===== config.mk =====
export PLATFORM = sky130hd
export DESIGN_NAME = delay_ctrl
export DESIGN_NICKNAME = d
export VERILOG_FILES = /design/src/rtl/delay_ctrl.sv
export SDC_FILE = /design/constraint.sdc
export NUM_CORES = 1
export LEC_CHECK = 0
export CORE_MARGIN = 5
export CORE_UTILIZATION = 40
export DETAILED_ROUTE_END_ITERATION = 6
export PLACE_DENSITY = 0.57
export SETUP_SLACK_MARGIN = 0.02
export SLEW_MARGIN = 20
export SYNTH_ARGS = -nofsm -noshare
export SYNTH_HDL_FRONTEND = slang
export SYNTH_SLANG_ARGS = --single-unit

===== constraint.sdc =====
create_clock -name clk -period 3.25 [get_ports clk]
set_input_delay 0.325 -clock clk [delete_from_list [all_inputs] [get_ports clk]]
set_output_delay 0.325 -clock clk [all_outputs]
set_load 0.03 [all_outputs]

===== src/rtl/delay_ctrl.sv =====
// delay_ctrl: programmable delay-line controller.
//
// Owns a DEPTH-stage flip-flop chain fed by d_in. A delay setting is taken
// over a valid/ready handshake; each accepted setting clears the chain and
// restarts the fill, and q_valid is raised only once the tap holds a sample
// that entered the line after the accept.
//
// Handshake: a setting transfers on a rising clk edge where cfg_valid and
// cfg_ready are both 1. cfg_ready is low only while the line is filling;
// cfg_valid may be held across FILL and is taken on the first ready edge.
//
// Optional feature macro: DELAY_CTRL_BYPASS_EN
//   defined   : cfg_delay=0 is legal, selects bypass (q_out = d_in), RUN at once
//   undefined : cfg_delay=0 is clamped to 1 and flags err
//
// Ports:
//   clk        rising-edge clock
//   reset      asynchronous active-low reset
//   cfg_valid  delay setting offered
//   cfg_delay  requested delay in cycles
//   cfg_ready  controller can accept a setting
//   d_in       data into stage 0
//   q_out      tapped output stage[delay-1]
//   q_valid    q_out is d_in from exactly delay cycles earlier
//   busy       line is filling after a new setting
//   err        last accepted setting was illegal and clamped
//   dbg_state  current FSM state (0 UNCFG, 1 FILL, 2 RUN)
module delay_ctrl #(
  parameter int DEPTH = 16,
  parameter int DLW   = 5,
  parameter int DW    = 1
) (
  input  logic           clk,
  input  logic           reset,
  input  logic           cfg_valid,
  input  logic [DLW-1:0] cfg_delay,
  output logic           cfg_ready,
  input  logic [DW-1:0]  d_in,
  output logic [DW-1:0]  q_out,
  output logic           q_valid,
  output logic           busy,
  output logic           err,
  output logic [1:0]     dbg_state
);

  localparam int CW = $clog2(DEPTH) + 1;

  localparam logic [1:0] S_UNCFG = 2'd0;
  localparam logic [1:0] S_FILL  = 2'd1;
  localparam logic [1:0] S_RUN   = 2'd2;

  logic [1:0]     r_state;
  logic [CW-1:0]  r_fill_cnt;
  logic [DLW-1:0] r_delay;
  logic           r_err;
  logic [DW-1:0]  r_stage [DEPTH];

  logic           w_accept;
  logic [DLW-1:0] w_delay_legal;
  logic           w_err_legal;
  logic [DW-1:0]  w_tap;

  assign cfg_ready = (r_state != S_FILL);
  assign busy      = (r_state == S_FILL);
  assign q_valid   = (r_state == S_RUN);
  assign err       = r_err;
  assign dbg_state = r_state;
  assign w_accept  = cfg_valid && cfg_ready;

  // Legalise the requested delay.
  always_comb begin
    w_delay_legal = cfg_delay;
    w_err_legal   = 1'b0;
    if (cfg_delay > DLW'(DEPTH)) begin
      w_delay_legal = DLW'(DEPTH);
      w_err_legal   = 1'b1;
    end else if (cfg_delay == '0) begin
`ifdef DELAY_CTRL_BYPASS_EN
      w_delay_legal = '0;
      w_err_legal   = 1'b0;
`else
      w_delay_legal = DLW'(1);
      w_err_legal   = 1'b1;
`endif
    end
  end

  // Control FSM. The fill counter holds its final value in RUN.
  always_ff @(posedge clk or negedge reset) begin
    if (!reset) begin
      r_state    <= S_UNCFG;
      r_fill_cnt <= '0;
      r_delay    <= '0;
      r_err      <= 1'b0;
    end else if (w_accept) begin
      r_delay    <= w_delay_legal;
      r_err      <= w_err_legal;
      r_fill_cnt <= '0;
      // A zero legal delay only exists in bypass builds: no fill needed.
      r_state    <= (w_delay_legal == '0) ? S_RUN : S_FILL;
    end else begin
      case (r_state)
        S_FILL: begin
          r_fill_cnt <= r_fill_cnt + CW'(1);
          if (r_fill_cnt == CW'(r_delay) - CW'(1)) begin
            r_state <= S_RUN;
          end
        end
        default: begin
          r_fill_cnt <= r_fill_cnt;
        end
      endcase
    end
  end

  // Delay chain; clearing on accept wins over shifting.
  always_ff @(posedge clk or negedge reset) begin
    if (!reset) begin
      for (int i = 0; i < DEPTH; i++) r_stage[i] <= '0;
    end else if (w_accept) begin
      for (int i = 0; i < DEPTH; i++) r_stage[i] <= '0;
    end else begin
      r_stage[0] <= d_in;
      for (int i = 1; i < DEPTH; i++) r_stage[i] <= r_stage[i-1];
    end
  end

  // Tap select. r_delay is 0 in UNCFG, which selects no stage and gives 0.
  always_comb begin
    w_tap = '0;
    for (int i = 0; i < DEPTH; i++) begin
      if (r_delay == DLW'(i + 1)) w_tap = r_stage[i];
    end
  end

`ifdef DELAY_CTRL_BYPASS_EN
  assign q_out = ((r_state == S_RUN) && (r_delay == '0)) ? d_in : w_tap;
`else
  assign q_out = w_tap;
`endif

endmodule

Word-level counts from Yosys, hierarchy flattened
Index checks and enable logic that the tools add are counted.

Output and inout port bits: 7. Register bits after elaboration: 29.

Mux-type cells: 27. Reductions and logical operators: 6. Add/sub/neg operators: 2. Magnitude comparators: 1. Equality and inequality tests: 20.

Operators by type and width (count): == test 5 x 4 -> 1 bit, second input constant (8); == test 5 x 3 -> 1 bit, second input constant (4); two-way mux 5 bit (4); two-way mux 1 bit (18); two-way mux 16 bit (1); == test 5 x 2 -> 1 bit, second input constant (2); zero test 5 bit (2); two-way mux 2 bit (4); adder 5 x 1 -> 5 bit, second input constant (1); == test 5 x 1 -> 1 bit, second input constant (1); == test 5 bit (1); == test 5 bit, second input constant (1); greater-than comparator 5 bit, second input constant (1); subtractor 5 x 1 -> 5 bit, second input constant (1); nonzero test 2 bit (2); == test 2 x 1 -> 1 bit, second input constant (1); == test 2 bit, second input constant (1); inequality test 2 x 1 -> 1 bit, second input constant (1); AND reduction 2 bit (1); logical AND 1 bit (1).

Depth between registers and ports, before layout
Depth in word-level cells: 17. Mapped depth: 8. Mapped depth without buffers: 7.

Worst setup path before layout
Ideal clock, no wire load.

Path kind: register -> output. From: register r_delay[0]. To: output q_out. Arrival: 2208 ps. Slack: 717 ps. Buffers on the path: 1. Stages on the path, launching flop included: 9. Cells stage by stage: dfrtp_1 -> inv_1 -> ha_1 -> buf_6 -> nand3b_1 -> a221o_1 -> a211oi_1 -> a311oi_1 -> o21ai_0.

Longest elaborated chain between the ends: 17. Elaborated cells between the ends (all ways): 32.

RTL lines: start, declared (line 54) `logic [DLW-1:0] r_delay;`; start signal, assigned (line 96) `r_delay <= w_delay_legal;`; == test 5 x 1 -> 1 bit (line 132) `if (r_delay == DLW'(i + 1)) w_tap = r_stage[i];`; two-way mux 1 bit (15 in series) (line 132); two-way mux 1 bit * (line 132); end, declared (line 39) `output logic [DW-1:0] q_out,`.

Mark *: on every way between the ends. The rest lies on a longest branch, timed or not.

Worst setup path in the final report
Ends and elaborated chain as after synthesis.

==> impl_metrics.toml <==
[drt]
vias = 1286
drc_errors = 0
postRouteAntennaNets = 0
drt_first_pass_iters = 4
routedWlPerCell_um = 14.9
avgViaCountPerCell = 5.52
drt_wl_total_um = 3470
dr.first_iter.drc_count = 90

[clock_network]
clk_path_buf_depth = 2
worstSkewPairLatency_ps = 270
cts-htree-levels = 2
cts_tree = "built"
clockRootBuffer = "clkbuf_8"
cts_buffers = 5
cts.sinks = 29
cts_hold_buf = 0
clk_pin_slew_worst_paths_ps = 60

[layout]
layout-drive-gt1-share = 0.0984
final_cell_area_um2 = 1910
n_antenna_cell = 0
layout.nets = 200
synthToLayoutAreaGrowth_pct = 14.3

[placed_design]
gp_congestion = 0.835
pre_cts_ws_ps = 384
post_dp_cell_area_um2 = 1800
port_buffers = 15
hpwl_um = 2520

[min_path]
min_path_type = "primary input to asynchronous set/reset pin"

[die]
start_util = 0.414
rows = 23
dieArea_um2 = 5560
die_h_um = 74.6
core_area_um2 = 4030
ios = 16
dieWidth_um = 74.6

[critical_path]
crit_start = "r_delay[0]"
cp_data_required_time_ps = 2920
crit_path_max_fanout = 9
arrival_ps = 2470
end_kind = "output pin"
critPathKind = "flip-flop to output pin"
start_kind = "flip-flop"
r2r_start = "r_delay[0]"

[yosys]
avgSynthCellArea_um2 = 9.80
synth_edf_count = 0
yosysSeqAreaShare = 0.435
yosys.cell_types.count = 43
ys_warn_count = 0
synth_cells = 170
syn-cell-area_um2 = 1670
synthArstFlopShare = 1.00
synth_flop_cell = "dfrtp_1"
ys_ff_latch = 29
syn_nets = 188

[pwr]
p_per_area_nw_per_um2 = 848
peakVddDrop_mv = 0.496
leakage_uw = 0.000848

[global_routing]
antenna_found_initial = 0
grt_overflow = 0
first_global_vias = 1307
grtUsageTotal = 0.145
grt_max_degree = 30
grt_pass1_wl_um = 6040

[timing]
drv_slew = 0
worst_slack_ps = 456
finalCritPeriodShare = 0.860
setup_viol = 0
tightest_slew_ps = 596
max_freq_ghz = 0.358
clock_skew_ps = 3.41
rsz0062_at_grt = "no"
period_minus_slack_ps = 2790
tns_ps = 0
relSlewSlack = 0.601
hold_violations = 0

[status]
status = "finished clean"

[job]
max_cap_violations = 0
[worst paths after layout]
check                                 to  slack [ps]  depth (start not counted)
max in group asynchronous  r_fill_cnt[4]        2540                          2
min in group clk              r_stage[7]         480                          1
min                           r_stage[5]         430                          2
max                                q_out         460                          8
max reg2reg                 dbg_state[0]        1340                          7
min reg2reg                   r_stage[7]         480                          1
[layout make-up]
class	count	area [µm²]
Clock buffer	7	96.3
Timing Repair Buffer	16	160
Fill cell	401	2120
Multi-Input combinational cell	119	815
Inverter	11	41.3
Clock inverter	1	5.00
Tap cell	50	62.6
Sequential cell	29	726
[sequential cells by signal, indices dropped and copies added (netlist names)]
name / count
r_delay: 5
r_fill_cnt: 5
err: 1
r_stage: 16
dbg_state: 2
[synth_stat cells (2+ instances only)]
| cell type | count | area [µm²] |
|---|---|---|
| ha_1 | 9 | 113 |
| a2111oi_2 | 2 | 30.0 |
| buf_6 | 5 | 56.3 |
| dfrtp_1 | 29 | 726 |
| nand2_1 | 13 | 48.8 |
| o21ai_0 | 16 | 80.1 |
| xnor2_1 | 3 | 26.3 |
| buf_2 | 2 | 10.0 |
| nand4_1 | 2 | 12.5 |
| nor3_1 | 3 | 15.0 |
| inv_1 | 11 | 41.3 |
| nand3_1 | 2 | 10.0 |
| nand3b_1 | 3 | 22.5 |
| and2_1 | 14 | 87.6 |
| nand2b_1 | 5 | 31.3 |
| clkbuf_1 | 3 | 11.3 |
| a31oi_1 | 4 | 25.0 |
| nor2_1 | 11 | 41.3 |
| a21oi_1 | 7 | 35.0 |
| xor2_1 | 3 | 26.3 |
[repair_timing]
| action | CTS | global route |
|---|---|---|
| gates resized for setup | 0 | 1 |
| setup endpoints to repair | 0 | 1 |
| buffers inserted | 0 | 0 |
[layout by cell type, fill, tap and decap left out, types with 2 or more instances in the layout]
cell type / count
nand3b_1: 3
nand2_1: 13
xnor2_1: 3
ha_1: 9
clkbuf_8: 7
nand3_1: 2
a2111oi_2: 2
nor3_1: 3
clkdlybuf4s50_1: 14
nand4_1: 2
inv_1: 11
a21oi_1: 7
nand2b_1: 5
dfrtp_1: 29
nor2_1: 11
a31oi_1: 4
xor2_1: 3
o21ai_0: 16
and2_1: 14
[cells by family (layout without fill, tap and decap cells)]
kind of cell / count (synthesis) / count (layout) / share of synthesized area
xor gates and xnor gates: 6 / 6 / 0.0315
and+or+nand+nor: 62 / 62 / 0.213
adders and majority gates: 9 / 9 / 0.0676
AOI/OAI and AO/OA: 40 / 40 / 0.161
muxes: 2 / 2 / 0.0150
DFF: 29 / 29 / 0.435
buffers and inverters: 22 / 35 / 0.0758
[metal layers]
metal | vias to the layer above | wire length [µm] | GRT usage
met4 | 0 | 62 | 0.0652
li1 | 610 | - | -
met5 | - | 0 | 0
met3 | 6 | 140 | 0.0351
met1 | 640 | 1570 | 0.181
met2 | 30 | 1700 | 0.237
[worst max-delay path: stages (launching register included)]
cell            delay (ps)
dfrtp_1                440
inv_1                  130
ha_1                   320
nand3b_1               190
a221o_1                300
a211oi_1               210
a311oi_1                80
o21ai_0                210
dlymetal6s2s_1         320
[where the power goes]
part,internal [µW],leakage [µW],switching (µW),total (µW)
registers,437,0.000387,122,559
clock network,191,0.0000542,132,323
logic,308,0.000407,426,734
[metrics by stage]
stage          std cells  utilization  hold slack, ps  power, µW
6_report             233        0.473             431       1620
5_1_grt              233        0.473             462       1740
4_1_cts              233        0.472             436       1640
3_5_place_dp         225        0.447             468       1300
3_3_place_gp         225        0.447             463       1280
2_1_floorplan        170            -            29.4       1130
Note: power is estimated with default switching activity, not from simulation.
